===== config.mk =====
export PLATFORM = sky130hd
export DESIGN_NAME = pcm_compander_stream
export DESIGN_NICKNAME = d
export VERILOG_FILES = /design/src/rtl/pcm_pkg.sv /design/src/rtl/pcm_seg_encode.sv /design/src/rtl/pcm_compander_stream.sv
export SDC_FILE = /design/constraint.sdc
export NUM_CORES = 1
export LEC_CHECK = 0
export BUFFER_PORTS_ARGS = -buffer_cell sky130_fd_sc_hd__buf_2
export CAP_MARGIN = 30
export CORE_MARGIN = 2
export CORE_UTILIZATION = 56
export DETAILED_ROUTE_END_ITERATION = 12
export GPL_TIMING_DRIVEN = 0
export HOLD_SLACK_MARGIN = 0.12
export PLACE_DENSITY = 0.88
export SLEW_MARGIN = 20
export SYNTH_ARGS = -nofsm -noshare
export SYNTH_HDL_FRONTEND = slang
export SYNTH_SLANG_ARGS = --single-unit

===== constraint.sdc =====
create_clock -name clk -period 6.7 [get_ports clk]
set_input_delay 0.335 -clock clk [delete_from_list [all_inputs] [get_ports clk]]
set_output_delay 0.335 -clock clk [all_outputs]
set_load 0.005 [all_outputs]

===== src/rtl/pcm_pkg.sv =====
`default_nettype none
// ============================================================================
//  Module   : pcm_pkg
//  Purpose  : Shared widths, line-code mask and field struct for the PCM
//             companding codec.
//  Revision : 1.0  initial release
// ============================================================================
package pcm_pkg;

    localparam int LOG_W  = 8;
    localparam int LIN_W  = 13;
    localparam int SEG_W  = 3;
    localparam int MANT_W = 4;

    localparam logic [LOG_W-1:0] EVEN_MASK = 8'h55;

    typedef struct packed {
        logic              sign;
        logic [SEG_W-1:0]  seg;
        logic [MANT_W-1:0] mant;
    } seg_fields_t;

endpackage : pcm_pkg
`default_nettype wire


===== src/rtl/pcm_seg_encode.sv =====
`default_nettype none
// ============================================================================
//  Module   : pcm_seg_encode
//  Purpose  : Combinational priority encoder, 12-bit magnitude to the log
//             segment number and truncated 4-bit mantissa.
//  Revision : 1.0  initial release
// ============================================================================
module pcm_seg_encode
    import pcm_pkg::*;
(
    input  logic [LIN_W-2:0]  i_mag,
    output logic [SEG_W-1:0]  o_seg,
    output logic [MANT_W-1:0] o_mant
);

    logic [SEG_W-1:0] w_seg;
    logic [SEG_W-1:0] w_shift;

    // Highest set bit at or above 5 wins; below 32 the segment stays 0.
    always_comb begin
        w_seg = '0;
        for (int p = 5; p < LIN_W - 1; p++) begin
            if (i_mag[p]) begin
                w_seg = SEG_W'(p - 4);
            end
        end
    end

    // Segment 0 has the same step size as segment 1, so both shift by one.
    assign w_shift = (w_seg == '0) ? SEG_W'(1) : w_seg;
    assign o_seg   = w_seg;
    assign o_mant  = MANT_W'(i_mag >> w_shift);

endmodule : pcm_seg_encode
`default_nettype wire


===== src/rtl/pcm_compander_stream.sv =====
`default_nettype none
// ============================================================================
//  Module   : pcm_compander_stream
//  Purpose  : Two-stage streaming log/linear PCM compander with channel tags,
//             valid/ready back-pressure and saturating debug counters.
//  Revision : 1.0  initial release
// ============================================================================
module pcm_compander_stream
    import pcm_pkg::*;
#(
    parameter int CH_W        = 3,
    parameter int INVERT_EVEN = 0,
    parameter int CNT_W       = 16
) (
    input  logic             clk,
    input  logic             rst,
    input  logic             in_valid,
    output logic             in_ready,
    input  logic             in_dir,
    input  logic [CH_W-1:0]  in_ch,
    input  logic [LIN_W-1:0] in_data,
    output logic             out_valid,
    input  logic             out_ready,
    output logic             out_dir,
    output logic [CH_W-1:0]  out_ch,
    output logic [LIN_W-1:0] out_data,
    output logic [CNT_W-1:0] cnt_expand,
    output logic [CNT_W-1:0] cnt_compress,
    input  logic             cnt_clear
);

    localparam logic [LOG_W-1:0] c_mask    = (INVERT_EVEN != 0) ? EVEN_MASK : '0;
    localparam logic [CNT_W-1:0] c_cnt_max = '1;

    logic              w_advance;
    logic [LOG_W-1:0]  w_code;
    logic [SEG_W-1:0]  w_enc_seg;
    logic [MANT_W-1:0] w_enc_mant;
    seg_fields_t       w_s1_next;

    logic              r_s1_valid;
    logic              r_s1_dir;
    logic [CH_W-1:0]   r_s1_ch;
    seg_fields_t       r_s1_f;

    logic [LIN_W-2:0]  w_exp_base;
    logic [LIN_W-2:0]  w_exp_mag;
    logic [LOG_W-1:0]  w_log;
    logic [LIN_W-1:0]  w_result;

    logic              r_out_valid;
    logic              r_out_dir;
    logic [CH_W-1:0]   r_out_ch;
    logic [LIN_W-1:0]  r_out_data;
    logic [CNT_W-1:0]  r_cnt_expand;
    logic [CNT_W-1:0]  r_cnt_compress;

    assign w_advance = !r_out_valid || out_ready;
    assign in_ready  = w_advance;
    assign w_code    = in_data[LOG_W-1:0] ^ c_mask;

    pcm_seg_encode u_seg_encode (
        .i_mag  (in_data[LIN_W-2:0]),
        .o_seg  (w_enc_seg),
        .o_mant (w_enc_mant)
    );

    always_comb begin
        w_s1_next = '0;
        if (in_dir) begin
            w_s1_next.sign = in_data[LIN_W-1];
            w_s1_next.seg  = w_enc_seg;
            w_s1_next.mant = w_enc_mant;
        end else begin
            w_s1_next = seg_fields_t'(w_code);
        end
    end

    always_ff @(posedge clk) begin
        if (rst) begin
            r_s1_valid <= 1'b0;
            r_s1_dir   <= 1'b0;
            r_s1_ch    <= '0;
            r_s1_f     <= '0;
        end else if (w_advance) begin
            r_s1_valid <= in_valid;
            if (in_valid) begin
                r_s1_dir <= in_dir;
                r_s1_ch  <= in_ch;
                r_s1_f   <= w_s1_next;
            end
        end
    end

    // Expand: implicit leading one above the mantissa (except segment 0) and
    // a half-step bias bit below it.
    assign w_exp_base = {6'b0, 1'b1, r_s1_f.mant, 1'b1};
    assign w_exp_mag  = (r_s1_f.seg == '0) ? {7'b0, r_s1_f.mant, 1'b1}
                                           : (w_exp_base << (r_s1_f.seg - SEG_W'(1)));
    assign w_log      = {r_s1_f.sign, r_s1_f.seg, r_s1_f.mant} ^ c_mask;
    assign w_result   = r_s1_dir ? {5'b0, w_log} : {r_s1_f.sign, w_exp_mag};

    always_ff @(posedge clk) begin
        if (rst) begin
            r_out_valid <= 1'b0;
            r_out_dir   <= 1'b0;
            r_out_ch    <= '0;
            r_out_data  <= '0;
        end else if (w_advance) begin
            r_out_valid <= r_s1_valid;
            if (r_s1_valid) begin
                r_out_dir  <= r_s1_dir;
                r_out_ch   <= r_s1_ch;
                r_out_data <= w_result;
            end
        end
    end

    always_ff @(posedge clk) begin
        if (rst || cnt_clear) begin
            r_cnt_expand   <= '0;
            r_cnt_compress <= '0;
        end else if (r_out_valid && out_ready) begin
            if (r_out_dir) begin
                if (r_cnt_compress != c_cnt_max) r_cnt_compress <= r_cnt_compress + 1'b1;
            end else begin
                if (r_cnt_expand != c_cnt_max) r_cnt_expand <= r_cnt_expand + 1'b1;
            end
        end
    end

    assign out_valid    = r_out_valid;
    assign out_dir      = r_out_dir;
    assign out_ch       = r_out_ch;
    assign out_data     = r_out_data;
    assign cnt_expand   = r_cnt_expand;
    assign cnt_compress = r_cnt_compress;

endmodule : pcm_compander_stream
`default_nettype wire


## Word-level counts from Yosys, hierarchy flattened

Cells that the tools add are included.

- Magnitude comparators: 0
- Multiply operators: 0
- Divide/modulo/power cells: 0
- Mux-type cells: 11
- Reductions and logical operators: 10
- Eq/ne operators: 2
- Bitwise logic cells: 1
- Shift-type cells: 2
- Add/sub/neg operators: 3

Operator list:

| kind | number |
|---|---|
| $add 16x1->16 const B | 2 |
| $ne 16x16->1 const B | 2 |
| $mux 3 | 5 |
| $mux 13 | 1 |
| $mux 12 | 1 |
| $shl 6x3->12 | 1 |
| $shr 12x3->4 | 1 |
| $mux 8 | 1 |
| $logic_not 3->1 | 2 |
| $reduce_and 3->1 | 2 |
| $mux 2 | 2 |
| $reduce_and 2->1 | 2 |
| $sub 3x1->3 const B | 1 |
| $logic_or 1x1->1 | 2 |
| $logic_and 1x1->1 | 1 |
| $logic_not 1->1 | 1 |
| $mux 1 | 1 |
| $not 1->1 | 1 |

- Memories kept: 0
- Memory bits (writable): 0
- Register bits: 63
- Output and inout port bits: 51
- Bits in latches: 0
- ROM bits: 0

## Depth between registers and ports, before layout

Gate-level depths: netlist (run 1).

- Depth in word-level cells: 11
- Mapped depth: 9
- Depth with buffers taken out: 7

## Cells and area by module

From an unflattened synthesis (run 1), not the netlist that was laid out.

- Cells, all modules: 444
- Area, all modules: 3636.0 µm²

By module, submodules not included:

| module | times used | area each (µm²) | cells an instance | seq. area each (µm²) |
|---|---|---|---|---|
| pcm_compander_stream | 1 | 3224.3 | 385 | 1261.2 |
| pcm_seg_encode | 1 | 411.6 | 59 | 0.0 |

## Worst setup path before layout (run 1)

Ideal clock, no wire load.

- Path type: register to register
- Start point: register r_s1_f[4] (netlist name)
- End point: register r_out_data[3] (netlist: out_data[3])
- Library setup time: 0.128 ns
- Period minus slack after synthesis: 2.136 ns
- Cell stages (with the launch flop): 9
- Slack: 4.564 ns
- Path buffers: 1
- Arrival time: 2.008 ns
- Cell sequence: dfxtp_1 -> clkbuf_1 -> inv_1 -> ha_1 -> xor2_1 -> nor2_1 -> a221o_1 -> a22oi_1 -> nor2_1

- Word-level cells in the longest chain between the ends: 4

RTL lines:

| what | line | text |
|---|---|---|
| start: declaration | pcm_compander_stream.sv:44 | `seg_fields_t r_s1_f;` |
| start signal: assignment | pcm_compander_stream.sv:90 | `r_s1_f <= w_s1_next;` |
| $sub 3x1->3 | pcm_compander_stream.sv:99 | `: (w_exp_base << (r_s1_f.seg - SEG_W'(1)));` |
| $shl 6x3->12 | pcm_compander_stream.sv:99 |  |
| $mux 12 * | pcm_compander_stream.sv:98 | `assign w_exp_mag = (r_s1_f.seg == '0) ? {7'b0, r_s1_f.mant, 1'b1}` |
| $mux 13 * | pcm_compander_stream.sv:101 | `assign w_result = r_s1_dir ? {5'b0, w_log} : {r_s1_f.sign, w_exp_mag};` |
| end signal: assignment | pcm_compander_stream.sv:114 | `r_out_data <= w_result;` |
| end: declaration | pcm_compander_stream.sv:54 | `logic [LIN_W-1:0] r_out_data;` |

Every way passes the cells marked *; elsewhere a longest branch is shown, timed or not.
A chain may end at the register's enable or synchronous reset.

## Worst setup path in the final report (run 1)

Same ends and word-level chain as after synthesis.

==> results of run 1 <==
-- flip-flops by register name (all words and copies together), names as in the netlist --
signal,flops
out_valid,1
r_s1_dir,1
out_dir,1
r_s1_valid,1
r_s1_ch,3
out_ch,3
cnt_compress,16
out_data,13
r_s1_f,8
cnt_expand,16
-- critical path, delay by kind of cell (launching register included) --
kind | cells | cell delay [ns]
AO/OA/AOI/OAI | 2 | 0.49
XOR/XNOR | 1 | 0.52
adder cells (fa/ha/maj) | 1 | 0.34
buffers and inverters | 2 | 0.58
flip-flops | 1 | 0.38
AND/OR/NAND/NOR | 2 | 0.21
-- final cells by class --
class	count	area, µm²
multi-input cells	337	2090
fillers	533	1890
flip-flops and latches	63	1260
repair buffers	68	340
clock buffers	13	159
plain buffers	26	105
well taps	75	93.8
inverters	10	37.5
clock inverters	3	17.5
-- metrics by stage --
stage           util  area, µm²
4_1_cts        0.685       4100
5_1_grt        0.685       4100
3_5_place_dp   0.655       3930
6_report       0.685       4100
3_3_place_gp   0.655       3930
2_1_floorplan      -       3490
-- power breakdown --
group / total, mW / switching, mW / internal [mW]
logic: 0.127 / 0.0779 / 0.0495
clock network: 0.293 / 0.139 / 0.153
registers: 0.393 / 0.00787 / 0.385
-- cells in the final DEF (no fill, tap or decap), types with 6 or more instances in the layout --
master    instances
buf_2            71
dfxtp_1          63
nand2_1          51
nor2_1           48
a21oi_1          30
clkbuf_1         23
nand3_1          23
xor2_1           17
o21ai_0          11
clkbuf_8         11
nand4_1          10
inv_1             9
a211oi_1          9
o211ai_1          8
mux2i_1           7
nor3_1            7
xnor2_1           7
nand2b_1          6
and4_1            6
and3_1            6
and2_1            6
a31oi_1           6
nor4_1            6
-- metal layers --
| metal | track usage | part of all wire | vias to the layer above |
|---|---|---|---|
| met5 | 0 | 0 | - |
| met4 | 0.0805 | 0.012 | 0 |
| met3 | 0.0616 | 0.072 | 13 |
| met2 | 0.426 | 0.48 | 122 |
| met1 | 0.324 | 0.44 | 1677 |
| li1 | - | - | 1750 |
-- worst max path at each step --
stage          startpoint           to  depth (start not counted)
2_1_floorplan   r_s1_f[4]  out_data[3]                          8
3_3_place_gp    r_s1_f[4]  out_data[5]                          9
3_5_place_dp    r_s1_f[4]  out_data[3]                          8
4_1_cts         r_s1_f[4]  out_data[3]                          8
5_1_grt         r_s1_f[4]  out_data[5]                          9
6_report        r_s1_f[4]  out_data[3]                          8
-- cell families after synthesis --
logic type | count (synthesis) | share of synthesized area
and+or+nand+nor | 197 | 0.286
AOI/OAI and AO/OA | 100 | 0.198
DFF | 63 | 0.361
buffers and inverters | 36 | 0.0408
xor gates and xnor gates | 24 | 0.0602
muxes | 11 | 0.0362
adders and majority gates | 5 | 0.0179
==> qor.yml, run 1 <==
run_status:
  status: "finished clean"
timing:
  setup_violations: 0
  finalSetupTns_ns: 0
  final_max_slew_viol_count: 0
  fin_crit_ns: 2.65
  hold-worst-slack_ns: 0.243
  finalCritPeriodShare: 0.396
  setup_ws_ns: 4.05
  worst_pin_slew_ns: 0.778
  slew_headroom: 0.475
  worst_clock_skew_ns: 0.0129
  rsz0062_at_grt: "false"
  final-hold-violation-count: 0
  fmax_ghz: 0.377
finish:
  diodes: 0
  nNetsFinal: 542
  area_growth_pct: 17.5
  drive_above_1_share: 0.192
  layout.cells.non_filler: 595
critical_path:
  critPathMaxStageDelay_ns: 0.52
  start_kind: "register"
  crit_top_cell: "nor2_1"
  crit_path_top_delay_cell: "xor2_1"
  ff2ff_setup_slack_ns: 4.05
  reg2regPathDepth: 8
  crit_path_max_fanout: 10
  path_cells: "clkbuf_1 -> inv_1 -> ha_1 -> xor2_1 -> nor2_1 -> a221o_1 -> a22oi_1 -> nor2_1"
  critPathKind: "reg -> reg"
  critical_path_arrival_ns: 2.86
  timing.rr.end: "out_data[3]"
  cp-end-kind: "register"
  required_ns: 6.91
  timing.rr.start: "r_s1_f[4]"
floorplanning:
  io-pin-count: 73
  initial_utilization: 0.583
  fp-row-count: 28
  dieArea_um2: 6880
  die_height_um: 83.0
  fp.coreArea_um2: 5990
  fp.dieW_um: 83.0
global_route:
  grt_pass1_vias: 3268
  track_usage: 0.255
  gr-total-overflow: 0
  grt_pass1_wl_um: 14700
  grt_max_degree: 11
  antenna_found_initial: 0
drt:
  first_iter_violations: 155
  viasPerCell: 5.99
  vias: 3562
  routed_wl_um: 8690
  ant_nets: 0
  drc: 0
  wl_per_cell_um: 14.6
  drtPass1Iterations: 6
placed_design:
  dp_hpwl_um: 6390
  port_buffers: 68
  dp.cells: 579
  place_ws_ns: 4.15
  finalWeightedCongestion: 0.919
logic_synthesis:
  syn_area_per_cell_um2: 8.01
  yosysUniqueCellTypes: 63
  seq_area_frac_synth: 0.361
  syn-cell-area_um2: 3490
  synth_flop_cell: "dfxtp_1"
  yosysWarnings: 0
  synth_edf_count: 0
  ys_top_cells_by_count: "dfxtp_1, nand2_1, nor2_1"
  ys_ff_latch: 63
  async_flop_share: 0
  synth.most_common_cell: "dfxtp_1"
  synth_fp_nets: 463
  synth_top_cell_area_share: 0.361
  synth_largest_area_cell: "dfxtp_1"
  netlist_instances: 436
  ys_top_cells_by_area: "dfxtp_1, nand2_1, nor2_1"
clocking:
  path_clk_slew_ns: 0.07
  cts-buffers-inserted: 9
  htreeDepth: 3
  cts_tree: "done"
  clockBufferDepth: 2
  ctsHoldBuffers: 0
  cts-root-buf: "clkbuf_8"
  cts_resized: 0
  cts.sinks: 63
  clkLatencyLatePin_ns: 0.34
  cts_setup_buffers: 0
power:
  ir_worst_vdd_mv: 0.172
  power.total_uw: 813
  power_density_nw_per_um2: 198
  p_leak_nw: 1.62
worst_hold_path:
  hp-start: "in_ch[2]"
  hold_class: "in -> reg"
  hold_path_depth: 3
  min_to: "r_s1_ch[2]"
job:
  maxCapViolations: 0
Note: power is estimated with default switching activity, not from simulation.
==> run 2, diff against run 1 <==
Settings changed: ABC_AREA from default to 1, CORE_UTILIZATION 56 to 55, PLACE_DENSITY 0.88 to 0.87.
Clock period 6.7 ns to 2.5 ns, I/O delays scaled along.
==> qor.yml, run 2 <==
logic_synthesis:
  ys_top_cells_by_count: "nand2_1, dfxtp_1, nor2_1"
  syn-cell-area_um2: 3520  # +0.72%
  yosysWarnings: 0  # unchanged
  synth_top_cell_area_share: 0.359  # -0.00257
  synth_largest_area_cell: "dfxtp_1"
  netlist_instances: 522  # +20%
  ys_ff_latch: 63  # unchanged
  async_flop_share: 0  # unchanged
  synth_fp_nets: 549  # +19%
  synth_flop_cell: "dfxtp_1"
  yosysUniqueCellTypes: 44  # -30%
  synth_edf_count: 0  # unchanged
  syn_area_per_cell_um2: 6.74  # -16%
  seq_area_frac_synth: 0.359  # -0.00257
  ys_top_cells_by_area: "dfxtp_1, nand2_1, nor2_1"
  synth.most_common_cell: "nand2_1"
clocking:
  htreeDepth: 3  # unchanged
  path_clk_slew_ns: 0.07  # about the same
  clockBufferDepth: 2  # unchanged
  cts-buffers-inserted: 9  # unchanged
  cts.sinks: 63  # unchanged
  cts_resized: 0  # unchanged
  clkLatencyLatePin_ns: 0.35  # about the same
  cts-root-buf: "clkbuf_8"
  cts_tree: "done"
finish:
  multi_input_area_um2: 1910  # -8.4%
  area_growth_pct: 20.9
  layout_commonest_cell: "nand2_1"
  fillerInstances: 556  # +4.3%
  diodes: 0  # unchanged
  layout_common_cells: "nand2_1, buf_2, dfxtp_1, nor2_1, inv_1"
  nNetsFinal: 637  # +18%
  drive_above_1_share: 0.218  # +0.0256
  ff_latch_area_um2: 1260  # unchanged
global_route:
  grt_max_degree: 11  # unchanged
  grt_pass1_wl_um: 15400  # +4.4%
  antenna_found_initial: 0  # unchanged
  gr-total-overflow: 0  # unchanged
  grt_pass1_vias: 3539  # +8.3%
  track_usage: 0.261  # +0.00674
floorplanning:
  dieArea_um2: 7050  # +2.4%
  fp.coreArea_um2: 6280  # +4.8%
  fp.dieW_um: 84.0  # +1.2%
  die_height_um: 84.0  # +1.2%
  fp-row-count: 29  # +3.6%
  initial_utilization: 0.560  # -0.0226
  io-pin-count: 73  # unchanged
timing:
  finalCritPeriodShare: 0.875  # +0.479
  final_max_slew_viol_count: 0  # unchanged
  finalSetupTns_ns: 0  # unchanged
  fmax_ghz: 0.457  # +21%
  final-hold-violation-count: 0  # unchanged
  slew_headroom: 0.623  # +0.149
  worst_clock_skew_ns: 0.00868  # -0.00420 ns
  fin_crit_ns: 2.19  # -0.467 ns
  rsz0062_at_grt: "false"
  setup_violations: 0  # unchanged
  hold-worst-slack_ns: 0.130  # -0.112 ns
  worst_pin_slew_ns: 0.565  # -0.213 ns
power:
  power.share.clock: 0.421  # +0.061
  power_density_nw_per_um2: 566  # +190%
  switchingPower_uw: 635  # +180%
  sw_frac_of_total: 0.264  # -0.0128
  p_leak_nw: 1.88  # +17%
  ir_worst_vdd_mv: 0.443  # +160%
  seq_power_share: 0.441  # -0.042
  comb_power_share: 0.139  # -0.018
  intPower_mw: 1.77  # +200%
placed_design:
  port_buffers: 71  # +4.4%
  dp_hpwl_um: 6630  # +3.8%
  finalWeightedCongestion: 0.954  # +3.9%
drt:
  drtPass1Iterations: 5  # -1
  drc: 0  # unchanged
  vias: 3852  # +8.1%
  ant_nets: 0  # unchanged
  routed_wl_um: 9000  # +3.6%
  wl_per_cell_um: 13.0  # -11%
  viasPerCell: 5.57  # -7.0%
  first_iter_violations: 206  # +33%
critical_path:
  timing.rr.end: "out_data[7]"
  timing.rr.start: "r_s1_f[4]"
  reg2regPathDepth: 12  # +4
  crit_path_max_fanout: 10  # unchanged
  critPathKind: "reg -> reg"
  start_kind: "register"
  critical_path_arrival_ns: 2.48  # -0.38 ns
  startpoint: "r_s1_f[4]"
  endpoint: "out_data[7]"
  ff2ff_setup_slack_ns: 0.31  # -3.73 ns
  required_ns: 2.79  # -4.12 ns
  cp-end-kind: "register"
worst_hold_path:
  hp-start: "in_data[0]"
  hold_class: "in -> reg"
job:
  maxCapViolations: 0  # unchanged
run_status:
  status: "finished clean"
==> run 2: changes by cell type in the layout (fill, tap and decap cells not counted), sizes merged, moves of 7 or more <==
cell / change
nand2: +69
xor2: -16
a21oi: +12
nand3: +13
inv: +58
nand2b: -7
clkbuf: -13
mux2i: -7
nor3: +11
o21ai: +32
nor2: +18
==> run 2: how the worst min path moves through the flow <==
stage	endpoint	slack [ns]	cells past startpoint
floorplan	r_s1_f[4]	0.28	2
global route	r_s1_f[7]	0.17	3
finish	r_s1_f[0]	0.13	5
detailed placement	r_s1_ch[1]	0.40	3
CTS	r_s1_f[7]	0.14	3
global placement	r_s1_ch[1]	0.37	3
==> run 2: logic make-up (layout without fill, tap and decap cells) <==
logic type      after synthesis  in the layout  share of synthesized area
flops                        63             63                      0.359
compound gates              109            109                      0.175
xor+xnor                      3              3                    0.00747
fa+ha+maj                     5              5                     0.0178
buf+inv                      83            176                     0.0975
simple gates                259            259                      0.344
==> run 2: power by group through the flow <==
stage	sequential, mW	combinational [mW]	clock, mW
global placement	1.08	0.313	0
global route	1.06	0.377	1.06
CTS	1.06	0.328	1.02
finish	1.06	0.334	1.01
floorplan	1.08	0.222	0
detailed placement	1.08	0.317	0
==> run 2: layout make-up <==
class                   count  share of cell area
multi-input cells         376               0.450
flip-flops and latches     63               0.297
repair buffers             77              0.0977
inverters                  71              0.0665
clock buffers              13              0.0374
well taps                  77              0.0227
clock inverters             3              0.0153
plain buffers              12              0.0141
==> run 2: metrics by stage <==
step	power (mW)	cell area [µm²]	cells	setup WS (ns)	util
after floorplan	1.30	3520	522	0.727	-
after global placement	1.39	3970	670	0.363	0.632
after detailed placement	1.40	3970	670	0.388	0.632
after CTS	2.41	4250	692	0.347	0.677
after global routing	2.50	4250	692	0.0919	0.677
final	2.41	4250	692	0.313	0.677
==> run 2: per-layer routing <==
metal / GRT usage / up-vias / part of all wire
met4: 0.126 / 0 / 0.028
met2: 0.444 / 190 / 0.48
met1: 0.322 / 1721 / 0.42
met3: 0.0406 / 28 / 0.078
li1: - / 1913 / -
met5: 0 / - / 0
==> run 2: worst max-delay path: stages (launching register included) <==
cell	delay, ns
dfxtp_1	0.35
clkbuf_1	0.32
inv_1	0.20
ha_1	0.26
nand2_1	0.07
inv_1	0.05
nor2_1	0.22
inv_1	0.15
nor2_1	0.24
nand2_1	0.10
nand4_1	0.09
nand2_1	0.05
inv_1	0.06
==> run 2: repair_timing <==
action,CTS,global route
hold buffers,6,0
hold endpoints to repair,6,0
setup buffers,0,0
==> run 3, diff against run 2 <==
Settings changed: CORE_MARGIN 2 to default, REMOVE_ABC_BUFFERS from default to 1.
==> qor.yml, run 3 (synthesis results as in run 2) <==
run_status:
  status: "finished clean"
clocking:
  cts_tree: "done"
  htreeDepth: 3  # unchanged
  clkLatencyLatePin_ns: 0.34  # about the same
  cts-buffers-inserted: 9  # unchanged
  path_clk_slew_ns: 0.07  # about the same
  cts_setup_buffers: 0  # unchanged
  cts.sinks: 63  # unchanged
  cts_resized: 0  # unchanged
  cts-root-buf: "clkbuf_8"
  ctsHoldBuffers: 4  # -2
  clockBufferDepth: 2  # unchanged
drt:
  vias: 3729  # -3.2%
  ant_nets: 0  # unchanged
  routed_wl_um: 8800  # -2.3%
  drc: 0  # unchanged
  viasPerCell: 5.51  # -1.0%
  wl_per_cell_um: 13.0  # -0.13%
  drtPass1Iterations: 6  # +1
  first_iter_violations: 189  # -8.3%
timing:
  fmax_ghz: 0.487  # +6.5%
  finalSetupTns_ns: 0  # unchanged
  worst_pin_slew_ns: 0.820  # +0.254 ns
  final_max_slew_viol_count: 0  # unchanged
  fin_crit_ns: 2.05  # -0.133 ns
  worst_clock_skew_ns: 0.00653  # -0.00216 ns
  setup_violations: 0  # unchanged
  final-hold-violation-count: 0  # unchanged
  finalCritPeriodShare: 0.821  # -0.0532
  slew_headroom: 0.453  # -0.170
  rsz0062_at_grt: "false"
finish:
  layout.cells.non_filler: 677  # -2.2%
  design_area_um2: 4180  # -1.8%
  layout_commonest_cell: "nand2_1"
  drive_above_1_share: 0.223  # +0.00471
  layout_common_cells: "nand2_1, buf_2, dfxtp_1, nor2_1, inv_1"
  fillerInstances: 513  # -7.7%
  area_growth_pct: 18.7
  utilization: 0.689  # +0.0114
  diodes: 0  # unchanged
  nNetsFinal: 624  # -2.0%
power:
  power_density_nw_per_um2: 567  # +0.10%
  ir_worst_vdd_mv: 0.504  # +14%
  p_leak_nw: 1.85  # -1.5%
  power.total_mw: 2.37  # -1.7%
placed_design:
  dp_hpwl_um: 6310  # -4.7%
  port_buffers: 72  # +1.4%
  placedInstanceArea_um2: 3910  # -1.4%
  finalWeightedCongestion: 0.913  # -4.3%
  dp.cells: 657  # -1.9%
floorplanning:
  fp-row-count: 28  # -3.4%
  initial_utilization: 0.580  # +0.0200
  fp.coreArea_um2: 6060  # -3.4%
  die_height_um: 82.0  # -2.4%
  dieArea_um2: 6720  # -4.7%
  fp.dieW_um: 82.0  # -2.4%
  io-pin-count: 73  # unchanged
critical_path:
  crit_path_max_fanout: 12  # +2
  crit_path_top_delay_cell: "dfxtp_1"
  required_ns: 2.78  # about the same
  path_cells: "inv_1 -> ha_1 -> nand2_1 -> inv_1 -> nor2_1 -> inv_1 -> nor2_1 -> nand2_1 -> nand4_1 -> nand2_1 -> inv_1"
  cp-end-kind: "register"
  critPathMaxStageDelay_ns: 0.54  # +0.19 ns
  critPathKind: "reg -> reg"
  crit_top_cell: "inv_1"
  start_kind: "register"
  critical_path_arrival_ns: 2.34  # -0.14 ns
global_route:
  antenna_found_initial: 0  # unchanged
  grt_max_degree: 23  # +12
  grt_pass1_vias: 3273  # -7.5%
  grt_pass1_wl_um: 14300  # -7.1%
  gr-total-overflow: 0  # unchanged
  track_usage: 0.273  # +0.0119
worst_hold_path:
  hold_class: "in -> reg"
job:
  maxCapViolations: 0  # unchanged
## run 3: stage by stage
stage / worst slack [ns] / hold slack (ns)
global placement: 0.0583 / 0.376
finish: 0.446 / 0.133
floorplan: 0.843 / 0.187
detailed placement: 0.499 / 0.388
global route: 0.179 / 0.157
CTS: 0.458 / 0.127
## run 3: path summary, 6_finish.rpt
check | cells past startpoint | from | slack [ns] | to
max | 11 | r_s1_f[4] | 0.45 | out_data[7]
min | 3 | in_data[7] | 0.13 | r_s1_f[7]
max reg2reg | 11 | r_s1_f[4] | 0.45 | out_data[7]
min reg2reg | 2 | out_data[11] | 0.46 | out_data[11]
## run 3: area by class of cell
| type | count | area (µm²) | area share |
|---|---|---|---|
| Multi-Input combinational cell | 376 | 1920 | 0.459 |
| Inverter | 71 | 283 | 0.0677 |
| Tap cell | 75 | 93.8 | 0.0225 |
| Timing Repair Buffer | 76 | 400 | 0.0959 |
| Clock buffer | 10 | 138 | 0.0330 |
| Clock inverter | 6 | 83.8 | 0.0201 |
| Sequential cell | 63 | 1260 | 0.302 |
## run 3: metal layers
layer	global-route usage	wire length, µm	vias up	share of wire
li1	-	-	1883	-
met3	0.0567	481	13	0.055
met1	0.331	3920	1697	0.45
met2	0.474	4290	136	0.49
met5	0	0	-	0
met4	0.0965	109	0	0.012
## run 3: power breakdown
part | switching [mW] | internal [mW]
Clock | 0.402 | 0.585
Sequential | 0.0258 | 1.04
Combinational | 0.205 | 0.111
## run 3: worst max-delay path: cells and delay by family, from the launching register on
family,cells,cell delay [ns]
adders and majority gates,1,0.25
DFF,1,0.54
and+or+nand+nor,6,0.76
buffers and inverters,4,0.43
